### src/rtl/multicycle_main_control_if.sv
// Control/datapath bundle for the multi-cycle MIPS main control FSM.
// The master side is the control unit; the slave side is the datapath and memory.
interface multicycle_main_control_if;
    logic [5:0] opcode;
    logic       zero;
    logic       mem_ready;

    logic [2:0] alu_op;
    logic       alu_src_a;
    logic [1:0] alu_src_b;
    logic       pc_write;
    logic [1:0] pc_src;
    logic       iord;
    logic       mem_read;
    logic       mem_write;
    logic [1:0] mem_size;
    logic       ir_write;
    logic       reg_write;
    logic       reg_dst;
    logic       mem_to_reg;
    logic       illegal_op;
    logic [3:0] state;

    modport master (
        input  opcode, zero, mem_ready,
        output alu_op, alu_src_a, alu_src_b, pc_write, pc_src, iord,
               mem_read, mem_write, mem_size, ir_write, reg_write,
               reg_dst, mem_to_reg, illegal_op, state
    );

    modport slave (
        output opcode, zero, mem_ready,
        input  alu_op, alu_src_a, alu_src_b, pc_write, pc_src, iord,
               mem_read, mem_write, mem_size, ir_write, reg_write,
               reg_dst, mem_to_reg, illegal_op, state
    );
endinterface

### src/rtl/multicycle_main_control.sv
// Multi-cycle MIPS main control FSM: sequences fetch/decode/execute/memory/writeback.
// Optional macro ILLEGAL_OP_TRAP_EN: unsupported opcodes trap (sticky illegal_op) instead of NOP.
module multicycle_main_control (
    input  logic                       clk,
    input  logic                       rst,
    multicycle_main_control_if.master  bus
);

    localparam int unsigned OP_W    = 6;
    localparam int unsigned ST_W    = 4;
    localparam int unsigned ALUOP_W = 3;

    localparam logic [OP_W-1:0] OP_RTYPE = 6'b000000;
    localparam logic [OP_W-1:0] OP_J     = 6'b000010;
    localparam logic [OP_W-1:0] OP_BEQ   = 6'b000100;
    localparam logic [OP_W-1:0] OP_BNE   = 6'b000101;
    localparam logic [OP_W-1:0] OP_ADDI  = 6'b001000;
    localparam logic [OP_W-1:0] OP_ADDIU = 6'b001001;
    localparam logic [OP_W-1:0] OP_SLTI  = 6'b001010;
    localparam logic [OP_W-1:0] OP_SLTIU = 6'b001011;
    localparam logic [OP_W-1:0] OP_ANDI  = 6'b001100;
    localparam logic [OP_W-1:0] OP_ORI   = 6'b001101;
    localparam logic [OP_W-1:0] OP_LUI   = 6'b001111;
    localparam logic [OP_W-1:0] OP_LW    = 6'b100011;
    localparam logic [OP_W-1:0] OP_LBU   = 6'b100100;
    localparam logic [OP_W-1:0] OP_LHU   = 6'b100101;
    localparam logic [OP_W-1:0] OP_SB    = 6'b101000;
    localparam logic [OP_W-1:0] OP_SH    = 6'b101001;
    localparam logic [OP_W-1:0] OP_SW    = 6'b101011;

    localparam logic [ALUOP_W-1:0] ALU_ADD   = 3'b000;
    localparam logic [ALUOP_W-1:0] ALU_SUB   = 3'b001;
    localparam logic [ALUOP_W-1:0] ALU_RTYPE = 3'b010;
    localparam logic [ALUOP_W-1:0] ALU_AND   = 3'b100;
    localparam logic [ALUOP_W-1:0] ALU_OR    = 3'b101;
    localparam logic [ALUOP_W-1:0] ALU_SLT   = 3'b110;

    localparam logic [1:0] SIZE_WORD = 2'b00;
    localparam logic [1:0] SIZE_HALF = 2'b01;
    localparam logic [1:0] SIZE_BYTE = 2'b10;

    localparam logic [1:0] SRCB_REG    = 2'b00;
    localparam logic [1:0] SRCB_FOUR   = 2'b01;
    localparam logic [1:0] SRCB_IMM    = 2'b10;
    localparam logic [1:0] SRCB_IMMSH2 = 2'b11;

    localparam logic [1:0] PCSRC_ALU    = 2'b00;
    localparam logic [1:0] PCSRC_ALUOUT = 2'b01;
    localparam logic [1:0] PCSRC_JUMP   = 2'b10;

    typedef enum logic [ST_W-1:0] {
        FETCH  = 4'd0,
        DECODE = 4'd1,
        MEMADR = 4'd2,
        MEMRD  = 4'd3,
        MEMWB  = 4'd4,
        MEMWR  = 4'd5,
        RTEXEC = 4'd6,
        RTWB   = 4'd7,
        BRANCH = 4'd8,
        IEXEC  = 4'd9,
        IWB    = 4'd10,
        JUMP   = 4'd11,
        TRAP   = 4'd12
    } state_t;

    state_t            state_q;
    state_t            state_d;
    logic [OP_W-1:0]   op_q;

    logic [ALUOP_W-1:0] alu_op;
    logic               alu_src_a;
    logic [1:0]         alu_src_b;
    logic               pc_write;
    logic [1:0]         pc_src;
    logic               iord;
    logic               mem_read;
    logic               mem_write;
    logic [1:0]         mem_size;
    logic               ir_write;
    logic               reg_write;
    logic               reg_dst;
    logic               mem_to_reg;

    // Memory-class opcodes: bit 3 separates stores (101xxx) from loads (100xxx).
    function automatic logic is_store(input logic [OP_W-1:0] op);
        return (op == OP_SW) || (op == OP_SH) || (op == OP_SB);
    endfunction

    function automatic logic [1:0] size_of(input logic [OP_W-1:0] op);
        logic [1:0] sz;
        sz = SIZE_WORD;
        case (op)
            OP_LHU, OP_SH: sz = SIZE_HALF;
            OP_LBU, OP_SB: sz = SIZE_BYTE;
            default:       sz = SIZE_WORD;
        endcase
        return sz;
    endfunction

    function automatic logic [ALUOP_W-1:0] iexec_alu_op(input logic [OP_W-1:0] op);
        logic [ALUOP_W-1:0] a;
        a = ALU_ADD;
        case (op)
            OP_ANDI:            a = ALU_AND;
            OP_ORI:             a = ALU_OR;
            OP_SLTI, OP_SLTIU:  a = ALU_SLT;
            default:            a = ALU_ADD;
        endcase
        return a;
    endfunction

    function automatic state_t decode_next(input logic [OP_W-1:0] op);
        state_t n;
        n = FETCH;
        case (op)
            OP_RTYPE:                                n = RTEXEC;
            OP_LW, OP_LBU, OP_LHU, OP_SW, OP_SB, OP_SH: n = MEMADR;
            OP_BEQ, OP_BNE:                          n = BRANCH;
            OP_ADDI, OP_ADDIU, OP_ANDI, OP_ORI,
            OP_SLTI, OP_SLTIU, OP_LUI:               n = IEXEC;
            OP_J:                                    n = JUMP;
`ifdef ILLEGAL_OP_TRAP_EN
            default:                                 n = TRAP;
`else
            default:                                 n = FETCH;
`endif
        endcase
        return n;
    endfunction

    always_ff @(posedge clk or posedge rst) begin
        if (rst) begin
            state_q <= FETCH;
        end else begin
            state_q <= state_d;
        end
    end

    // Opcode is only guaranteed valid from DECODE on; hold it for the rest of the instruction.
    always_ff @(posedge clk or posedge rst) begin
        if (rst) begin
            op_q <= '0;
        end else if (state_q == DECODE) begin
            op_q <= bus.opcode;
        end
    end

`ifdef ILLEGAL_OP_TRAP_EN
    logic illegal_q;

    always_ff @(posedge clk or posedge rst) begin
        if (rst) begin
            illegal_q <= 1'b0;
        end else if (state_d == TRAP) begin
            illegal_q <= 1'b1;
        end
    end

    assign bus.illegal_op = illegal_q;
`else
    assign bus.illegal_op = 1'b0;
`endif

    // Next state and Moore decode; reset forces every enable and select low.
    always_comb begin
        state_d    = state_q;
        alu_op     = ALU_ADD;
        alu_src_a  = 1'b0;
        alu_src_b  = SRCB_REG;
        pc_write   = 1'b0;
        pc_src     = PCSRC_ALU;
        iord       = 1'b0;
        mem_read   = 1'b0;
        mem_write  = 1'b0;
        mem_size   = SIZE_WORD;
        ir_write   = 1'b0;
        reg_write  = 1'b0;
        reg_dst    = 1'b0;
        mem_to_reg = 1'b0;

        if (!rst) begin
            case (state_q)
                FETCH: begin
                    mem_read  = 1'b1;
                    alu_src_b = SRCB_FOUR;
                    ir_write  = bus.mem_ready;
                    pc_write  = bus.mem_ready;
                    if (bus.mem_ready) begin
                        state_d = DECODE;
                    end
                end
                DECODE: begin
                    alu_src_b = SRCB_IMMSH2;
                    state_d   = decode_next(bus.opcode);
                end
                MEMADR: begin
                    alu_src_a = 1'b1;
                    alu_src_b = SRCB_IMM;
                    state_d   = is_store(op_q) ? MEMWR : MEMRD;
                end
                MEMRD: begin
                    iord     = 1'b1;
                    mem_read = 1'b1;
                    mem_size = size_of(op_q);
                    if (bus.mem_ready) begin
                        state_d = MEMWB;
                    end
                end
                MEMWB: begin
                    reg_write  = 1'b1;
                    mem_to_reg = 1'b1;
                    state_d    = FETCH;
                end
                MEMWR: begin
                    iord      = 1'b1;
                    mem_write = 1'b1;
                    mem_size  = size_of(op_q);
                    if (bus.mem_ready) begin
                        state_d = FETCH;
                    end
                end
                RTEXEC: begin
                    alu_src_a = 1'b1;
                    alu_op    = ALU_RTYPE;
                    state_d   = RTWB;
                end
                RTWB: begin
                    reg_write = 1'b1;
                    reg_dst   = 1'b1;
                    state_d   = FETCH;
                end
                BRANCH: begin
                    alu_src_a = 1'b1;
                    alu_op    = ALU_SUB;
                    pc_src    = PCSRC_ALUOUT;
                    pc_write  = ((op_q == OP_BEQ) && bus.zero) ||
                                ((op_q == OP_BNE) && !bus.zero);
                    state_d   = FETCH;
                end
                IEXEC: begin
                    alu_src_a = 1'b1;
                    alu_src_b = SRCB_IMM;
                    alu_op    = iexec_alu_op(op_q);
                    state_d   = IWB;
                end
                IWB: begin
                    reg_write = 1'b1;
                    state_d   = FETCH;
                end
                JUMP: begin
                    pc_src   = PCSRC_JUMP;
                    pc_write = 1'b1;
                    state_d  = FETCH;
                end
                TRAP: begin
                    state_d = TRAP;
                end
                default: begin
                    state_d = FETCH;
                end
            endcase
        end
    end

    assign bus.alu_op     = alu_op;
    assign bus.alu_src_a  = alu_src_a;
    assign bus.alu_src_b  = alu_src_b;
    assign bus.pc_write   = pc_write;
    assign bus.pc_src     = pc_src;
    assign bus.iord       = iord;
    assign bus.mem_read   = mem_read;
    assign bus.mem_write  = mem_write;
    assign bus.mem_size   = mem_size;
    assign bus.ir_write   = ir_write;
    assign bus.reg_write  = reg_write;
    assign bus.reg_dst    = reg_dst;
    assign bus.mem_to_reg = mem_to_reg;
    assign bus.state      = ST_W'(state_q);

endmodule

### src/flat_wrapper.sv
// flat-port wrapper written by rule: the top's interface ports become plain ports
module multicycle_main_control_flat 
  (clk, rst, bus_opcode, bus_zero, bus_mem_ready, bus_alu_op, bus_alu_src_a, bus_alu_src_b, bus_pc_write, bus_pc_src, bus_iord, bus_mem_read, bus_mem_write, bus_mem_size, bus_ir_write, bus_reg_write, bus_reg_dst, bus_mem_to_reg, bus_illegal_op, bus_state);
  multicycle_main_control_if bus_i ();
  input  logic clk;
  input  logic rst;
  input wire logic [$bits(bus_i.opcode)-1:0] bus_opcode;
  input wire logic [$bits(bus_i.zero)-1:0] bus_zero;
  input wire logic [$bits(bus_i.mem_ready)-1:0] bus_mem_ready;
  output wire logic [$bits(bus_i.alu_op)-1:0] bus_alu_op;
  output wire logic [$bits(bus_i.alu_src_a)-1:0] bus_alu_src_a;
  output wire logic [$bits(bus_i.alu_src_b)-1:0] bus_alu_src_b;
  output wire logic [$bits(bus_i.pc_write)-1:0] bus_pc_write;
  output wire logic [$bits(bus_i.pc_src)-1:0] bus_pc_src;
  output wire logic [$bits(bus_i.iord)-1:0] bus_iord;
  output wire logic [$bits(bus_i.mem_read)-1:0] bus_mem_read;
  output wire logic [$bits(bus_i.mem_write)-1:0] bus_mem_write;
  output wire logic [$bits(bus_i.mem_size)-1:0] bus_mem_size;
  output wire logic [$bits(bus_i.ir_write)-1:0] bus_ir_write;
  output wire logic [$bits(bus_i.reg_write)-1:0] bus_reg_write;
  output wire logic [$bits(bus_i.reg_dst)-1:0] bus_reg_dst;
  output wire logic [$bits(bus_i.mem_to_reg)-1:0] bus_mem_to_reg;
  output wire logic [$bits(bus_i.illegal_op)-1:0] bus_illegal_op;
  output wire logic [$bits(bus_i.state)-1:0] bus_state;
  assign bus_i.opcode = bus_opcode;
  assign bus_i.zero = bus_zero;
  assign bus_i.mem_ready = bus_mem_ready;
  assign bus_alu_op = bus_i.alu_op;
  assign bus_alu_src_a = bus_i.alu_src_a;
  assign bus_alu_src_b = bus_i.alu_src_b;
  assign bus_pc_write = bus_i.pc_write;
  assign bus_pc_src = bus_i.pc_src;
  assign bus_iord = bus_i.iord;
  assign bus_mem_read = bus_i.mem_read;
  assign bus_mem_write = bus_i.mem_write;
  assign bus_mem_size = bus_i.mem_size;
  assign bus_ir_write = bus_i.ir_write;
  assign bus_reg_write = bus_i.reg_write;
  assign bus_reg_dst = bus_i.reg_dst;
  assign bus_mem_to_reg = bus_i.mem_to_reg;
  assign bus_illegal_op = bus_i.illegal_op;
  assign bus_state = bus_i.state;
  multicycle_main_control u_core (.clk(clk), .rst(rst), .bus(bus_i));
endmodule
### config.mk
export PLATFORM = sky130hd
export DESIGN_NAME = multicycle_main_control_flat
export DESIGN_NICKNAME = d
export VERILOG_FILES = /design/src/rtl/multicycle_main_control_if.sv /design/src/rtl/multicycle_main_control.sv /design/src/flat_wrapper.sv
export SDC_FILE = /design/constraint.sdc
export NUM_CORES = 1
export LEC_CHECK = 0
export ABC_CLOCK_PERIOD_IN_PS = 1900
export BUFFER_PORTS_ARGS = -buffer_cell sky130_fd_sc_hd__buf_2
export CORE_UTILIZATION = 33
export DETAILED_ROUTE_END_ITERATION = 12
export PLACE_DENSITY = 0.56
export SLEW_MARGIN = 20
export SYNTH_ARGS = -nofsm -noshare
export SYNTH_HDL_FRONTEND = slang
export SYNTH_SLANG_ARGS = --single-unit
export TNS_END_PERCENT = 5
### constraint.sdc
create_clock -name clk -period 1.9 [get_ports clk]
set_input_delay 0.38 -clock clk [delete_from_list [all_inputs] [get_ports clk]]
set_output_delay 0.38 -clock clk [all_outputs]
set_load 0.005 [all_outputs]
## Yosys cells after proc, flatten, opt, wreduce, memory -nomap -nowiden

Memory sizes are Yosys's and may differ from the RTL's.
Cells that the tools add are included.

- Input bits: 10
- Bits in registers: 10
- Output and inout port bits: 23
- Memories: 1
- Word-level logic and storage cells: 79
- Bits in read-only memories: 256

- Bitwise gates (word level): 1
- Equality and inequality tests: 26
- Multiplexer cells: 33
- Reductions and logical operators: 16

Memory list:

| memory | depth | bits a word | rd ports | clocked after memory_dff | write ports | line | text |
|---|---|---|---|---|---|---|---|
| (no name shown) | 64 | 4 | 1 | 0 | 0 | multicycle_main_control.sv:116 | `case (op)` |

Operators with widths:

| operator | number |
|---|---|
| one-hot mux 4 bit (8 select lines) | 1 |
| equality test 6 bit (second input constant) | 5 |
| equality test 6 x 4 -> 1 bit (second input constant) | 4 |
| equality test 4 bit (second input constant) | 5 |
| one-hot mux 3 bit (3 select lines) | 2 |
| 2-to-1 mux 1 bit | 17 |
| equality test 4 x 3 -> 1 bit (second input constant) | 4 |
| equality test 6 x 3 -> 1 bit (second input constant) | 2 |
| 2-to-1 mux 4 bit | 3 |
| OR reduction 2 bit | 6 |
| equality test 4 x 2 -> 1 bit (second input constant) | 2 |
| 2-to-1 mux 2 bit | 4 |
| one-hot mux 2 bit (2 select lines) | 2 |
| 2-to-1 mux 3 bit | 2 |
| != test 2 bit (second input constant) | 3 |
| one-hot mux 2 bit (3 select lines) | 1 |
| equality test 4 x 1 -> 1 bit (second input constant) | 1 |
| logical NOT 4 bit | 1 |
| AND reduction 4 bit | 1 |
| OR reduction 4 bit | 1 |
| logical OR 1 bit | 3 |
| one-hot mux 1 bit (3 select lines) | 1 |
| OR reduction 3 bit | 1 |
| logical AND 1 bit | 2 |
| other kinds (2) | 2 |

## Longest topological paths before layout

- Word-level depth: 5
- Mapped depth: 6
- Depth with buffers taken out: 4

## Worst setup path after synthesis

No wires, ideal clock.

- Path type: reg2out
- Start: register u_core.state_q[3] (netlist: u_core.bus.state[3])
- End: output port bus_mem_size[0]
- Path slack: 143 ps
- Stages on the path, launching flop included: 6
- Required time: 1520 ps
- Data arrival time: 1377 ps
- Path buffers: 1
- Path through: dfrtp_1 -> buf_6 -> nand2b_1 -> nor3b_1 -> nand4b_1 -> nor3b_1

- Word-level cells in the longest chain between the ends: 4
- Elaborated cells on any way between the ends: 5
- Classes of those cells: 2 x eq/ne; 2 x mux; 1 x reduce/logical

Ends and longest elaborated chain:

| item | line | text |
|---|---|---|
| from (decl) | multicycle_main_control.sv:67 | `state_t state_q;` |
| from (signal assigned) | multicycle_main_control.sv:136 | `state_q <= state_d;` |
| equality test 4 x 2 -> 1 bit / equality test 4 x 3 -> 1 bit (equally long branches) | multicycle_main_control.sv:183 | `case (state_q)` |
| OR reduction 2 bit (no line) * | n/a |  |
| 2-to-1 mux 2 bit * | n/a |  |
| 2-to-1 mux 2 bit * | multicycle_main_control.sv:182 | `if (!rst) begin` |
| to (decl) | flat_wrapper.sv:18 | `output wire logic [$bits(bus_i.mem_size)-1:0] bus_mem_size;` |

Mark *: on every way between the ends. The rest lies on a longest branch, timed or not.

## Worst setup path in the final report

- Start: register u_core.state_q[1] (netlist: u_core.bus.state[1])
- End: output port bus_alu_op[2]

- Word-level cells in the longest chain between the ends: 3
- Elaborated cells on any way between the ends: 5
- Classes of those cells: 3 x eq/ne; 2 x mux

Ends and longest elaborated chain:

| item | line | text |
|---|---|---|
| equality test 4 bit / equality test 4 x 3 -> 1 bit (equally long branches) | multicycle_main_control.sv:183 |  |
| one-hot mux 3 bit (3 select lines) * | multicycle_main_control.sv:183 |  |
| 2-to-1 mux 3 bit * | multicycle_main_control.sv:182 |  |
| to (decl) | flat_wrapper.sv:10 | `output wire logic [$bits(bus_i.alu_op)-1:0] bus_alu_op;` |

Marked as above.

==> flow_metrics.env <==
export IMPL_cts_buffers=3
export IMPL_h_tree_depth=1
export IMPL_drive_above_1_share=0.409
export IMPL_track_usage=0.189
export IMPL_violations="design-rule violations, negative setup slack"
export IMPL_seq_area_frac_synth=0.243
export IMPL_viasPerCell=5.53
export IMPL_drc=2
export IMPL_dieArea_um2=3350
export IMPL_yosysMostFrequentCell="dfrtp_1"
export IMPL_synth_edff_count=0
export IMPL_wl_per_cell_um=14.4
export IMPL_first_global_vias=1113
export IMPL_synthCells=133
export IMPL_syn_cell_area_um2=1030
export IMPL_holdWs_ps=266
export IMPL_tns_ps=-334
export IMPL_cts_sinks=10
export IMPL_grt_max_degree=18
export IMPL_ys_ff_latch=10
export IMPL_ys_flop_type="dfrtp_1"
export IMPL_period_share=1.05
export IMPL_crit_type="register to output pin"
export IMPL_syn_num_nets=143
export IMPL_clockBufferDepth=2
export IMPL_num_rows=19
export IMPL_rsz0062_at_grt="true"
export IMPL_nFillCells=288
export IMPL_ys_top_cells_by_count="dfrtp_1 (10), nand2_1 (9), nor3_1 (9), nor2_1 (8)"
export IMPL_wl_um=2900
export IMPL_diodes=0
export IMPL_max_cap_viol_count=0
export IMPL_synthTopCellsByArea="dfrtp_1 (24%), mux2_1 (5.5%), nor3_1 (4.4%)"
export IMPL_coreArea_um2=2850
export IMPL_cp_end_kind="output pin"
export IMPL_yosysTopAreaCell="dfrtp_1"
export IMPL_synth_top_area_share=0.243
export IMPL_overflow=0
export IMPL_crit_arrival_ps=1620
export IMPL_dieWidth_um=57.9
export IMPL_critPathLaunchType="register"
export IMPL_die_h_um=57.9
export IMPL_period_minus_slack_ps=2000
export IMPL_synthArstFlopShare=1.00
export IMPL_clk_latency_ps=260
export IMPL_area_growth_pct=39.3
export IMPL_fin_skew_ps=2.96
export IMPL_dpl_worst_slack_ps=82.8
export IMPL_synth_warnings=0
export IMPL_start_util=0.361
export IMPL_critPathRequiredTime_ps=1520
export IMPL_synth_distinct_cells=47
export IMPL_fin_ws_ps=-102
export IMPL_clock_tree_root_cell="clkbuf_4"
export IMPL_dr_pass1_iters=8
export IMPL_path_max_fanout=3
export IMPL_via_count=1118
export IMPL_io_pins=33
export IMPL_drv_slew=0
export IMPL_postSynthAreaPerCell_um2=7.75
export IMPL_clkTransAtPathRegs_ps=60
export IMPL_io_buffer_count=31
export IMPL_hold_class="input port to async pin"
export IMPL_ir_worst_vdd_v=0.000849
export IMPL_gp_congestion=0.811
export IMPL_drt_iter0_markers=67
export IMPL_status="finished with violations"
export IMPL_nets=183
export IMPL_antenna_found_initial=0
export IMPL_p_leak_uw=0.000650
export IMPL_cts_tree="yes"
export IMPL_grt_first_pass_wirelength_um=5030
export IMPL_powerDensity_nw_per_um2=1290
export IMPL_hold_buffers=0
export IMPL_setup_viol=7
export IMPL_dp_hpwl_um=2090
export IMPL_rr_worst_depth=7
export IMPL_ant_nets=0
export IMPL_fmax_mhz=500
export IMPL_hold_violations=0
-- critical path, cell delays in order (launching register included) --
cell and delay [ps]:
dfrtp_2 440, buf_8 130, nor4bb_2 270, nand3_1 130, buf_4 150, nor3_1 120
buf_2 140
-- sequential cells by signal, indices dropped and copies added (netlist names) --
register / flops
u_core.bus.state: 4
u_core.op_q: 6
-- cell usage in the layout, fill, tap and decap left out, drive strengths merged, types with 2 or more instances in the layout --
cell type,n
buf,49
nor3,10
dfrtp,10
o21ai,10
nand2,9
nor2,8
inv,7
nand2b,7
a21oi,6
mux2,5
nor4,5
xnor2,4
o211ai,4
nor3b,3
clkbuf,3
nand3,2
o31a,2
and3,2
xor2,2
nor2b,2
-- layer usage --
metal  global-route usage  vias up  wire length, um
met4               0.0782        0                9
met2                0.325       23             1480
met3               0.0134        2               81
li1                     -      552                -
met5                    0        -                0
met1                0.246      541             1330
-- kinds of logic (layout without fill, tap and decap cells) --
group           count (synthesis)  count (layout)  share of synthesized area
buf+inv                        22              60                      0.101
compound gates                 31              31                      0.205
simple gates                   57              57                      0.333
flops                          10              10                      0.243
mux                             6               6                     0.0643
xor+xnor                        6               6                     0.0510
other cells                     1               1                    0.00364
-- worst paths after layout --
kind | startpoint | endpoint | slack, ps
max | u_core.bus.state[1]$_DFFE_PP0P_ | bus_alu_op[2] | -100
min | rst | u_core.bus.state[2]$_DFFE_PP0P_ | 270
max reg2reg | u_core.bus.state[2]$_DFFE_PP0P_ | u_core.bus.state[1]$_DFFE_PP0P_ | 40
min reg2reg | u_core.op_q[4]$_DFFE_PP0P_ | u_core.op_q[4]$_DFFE_PP0P_ | 550
max in group asynchronous | rst | u_core.op_q[0]$_DFFE_PP0P_ | 1270
min in group clk | bus_opcode[3] | u_core.op_q[3]$_DFFE_PP0P_ | 440
-- what timing repair did --
action | 4_1_cts | 5_1_grt
endpoints found under the setup margin | 5 | 17
buffers inserted | 7 | 1
cloned | 1 | 0
pin swaps | 8 | 1
hold endpoints to repair | 0 | 0
gates resized for setup | 10 | 11
-- stage by stage --
step / total power, uW / std cells / util / instance area [um2]
after global placement: 1400 / 190 / 0.429 / 1220
after CTS: 1780 / 201 / 0.485 / 1380
final: 1860 / 202 / 0.504 / 1440
after floorplan: 1140 / 133 / - / 1030
after global routing: 2030 / 202 / 0.504 / 1440
after detailed placement: 1420 / 190 / 0.429 / 1220
-- power by group --
group | switching (uW) | internal (uW) | total, uW
registers | 158 | 315 | 472
clock network | 62.8 | 72.6 | 135
logic | 580 | 669 | 1250
total | 800 | 1060 | 1860
-- area by class of cell --
type / instances / area [um2] / share of cell area
Multi-Input combinational cell: 101 / 741 / 0.516
Tap cell: 31 / 38.8 / 0.0270
Clock buffer: 3 / 22.5 / 0.0157
Inverter: 7 / 26.3 / 0.0183
Sequential cell: 10 / 254 / 0.177
Timing Repair Buffer: 50 / 354 / 0.247
No activity file was read; power rests on OpenSTA's default activity.
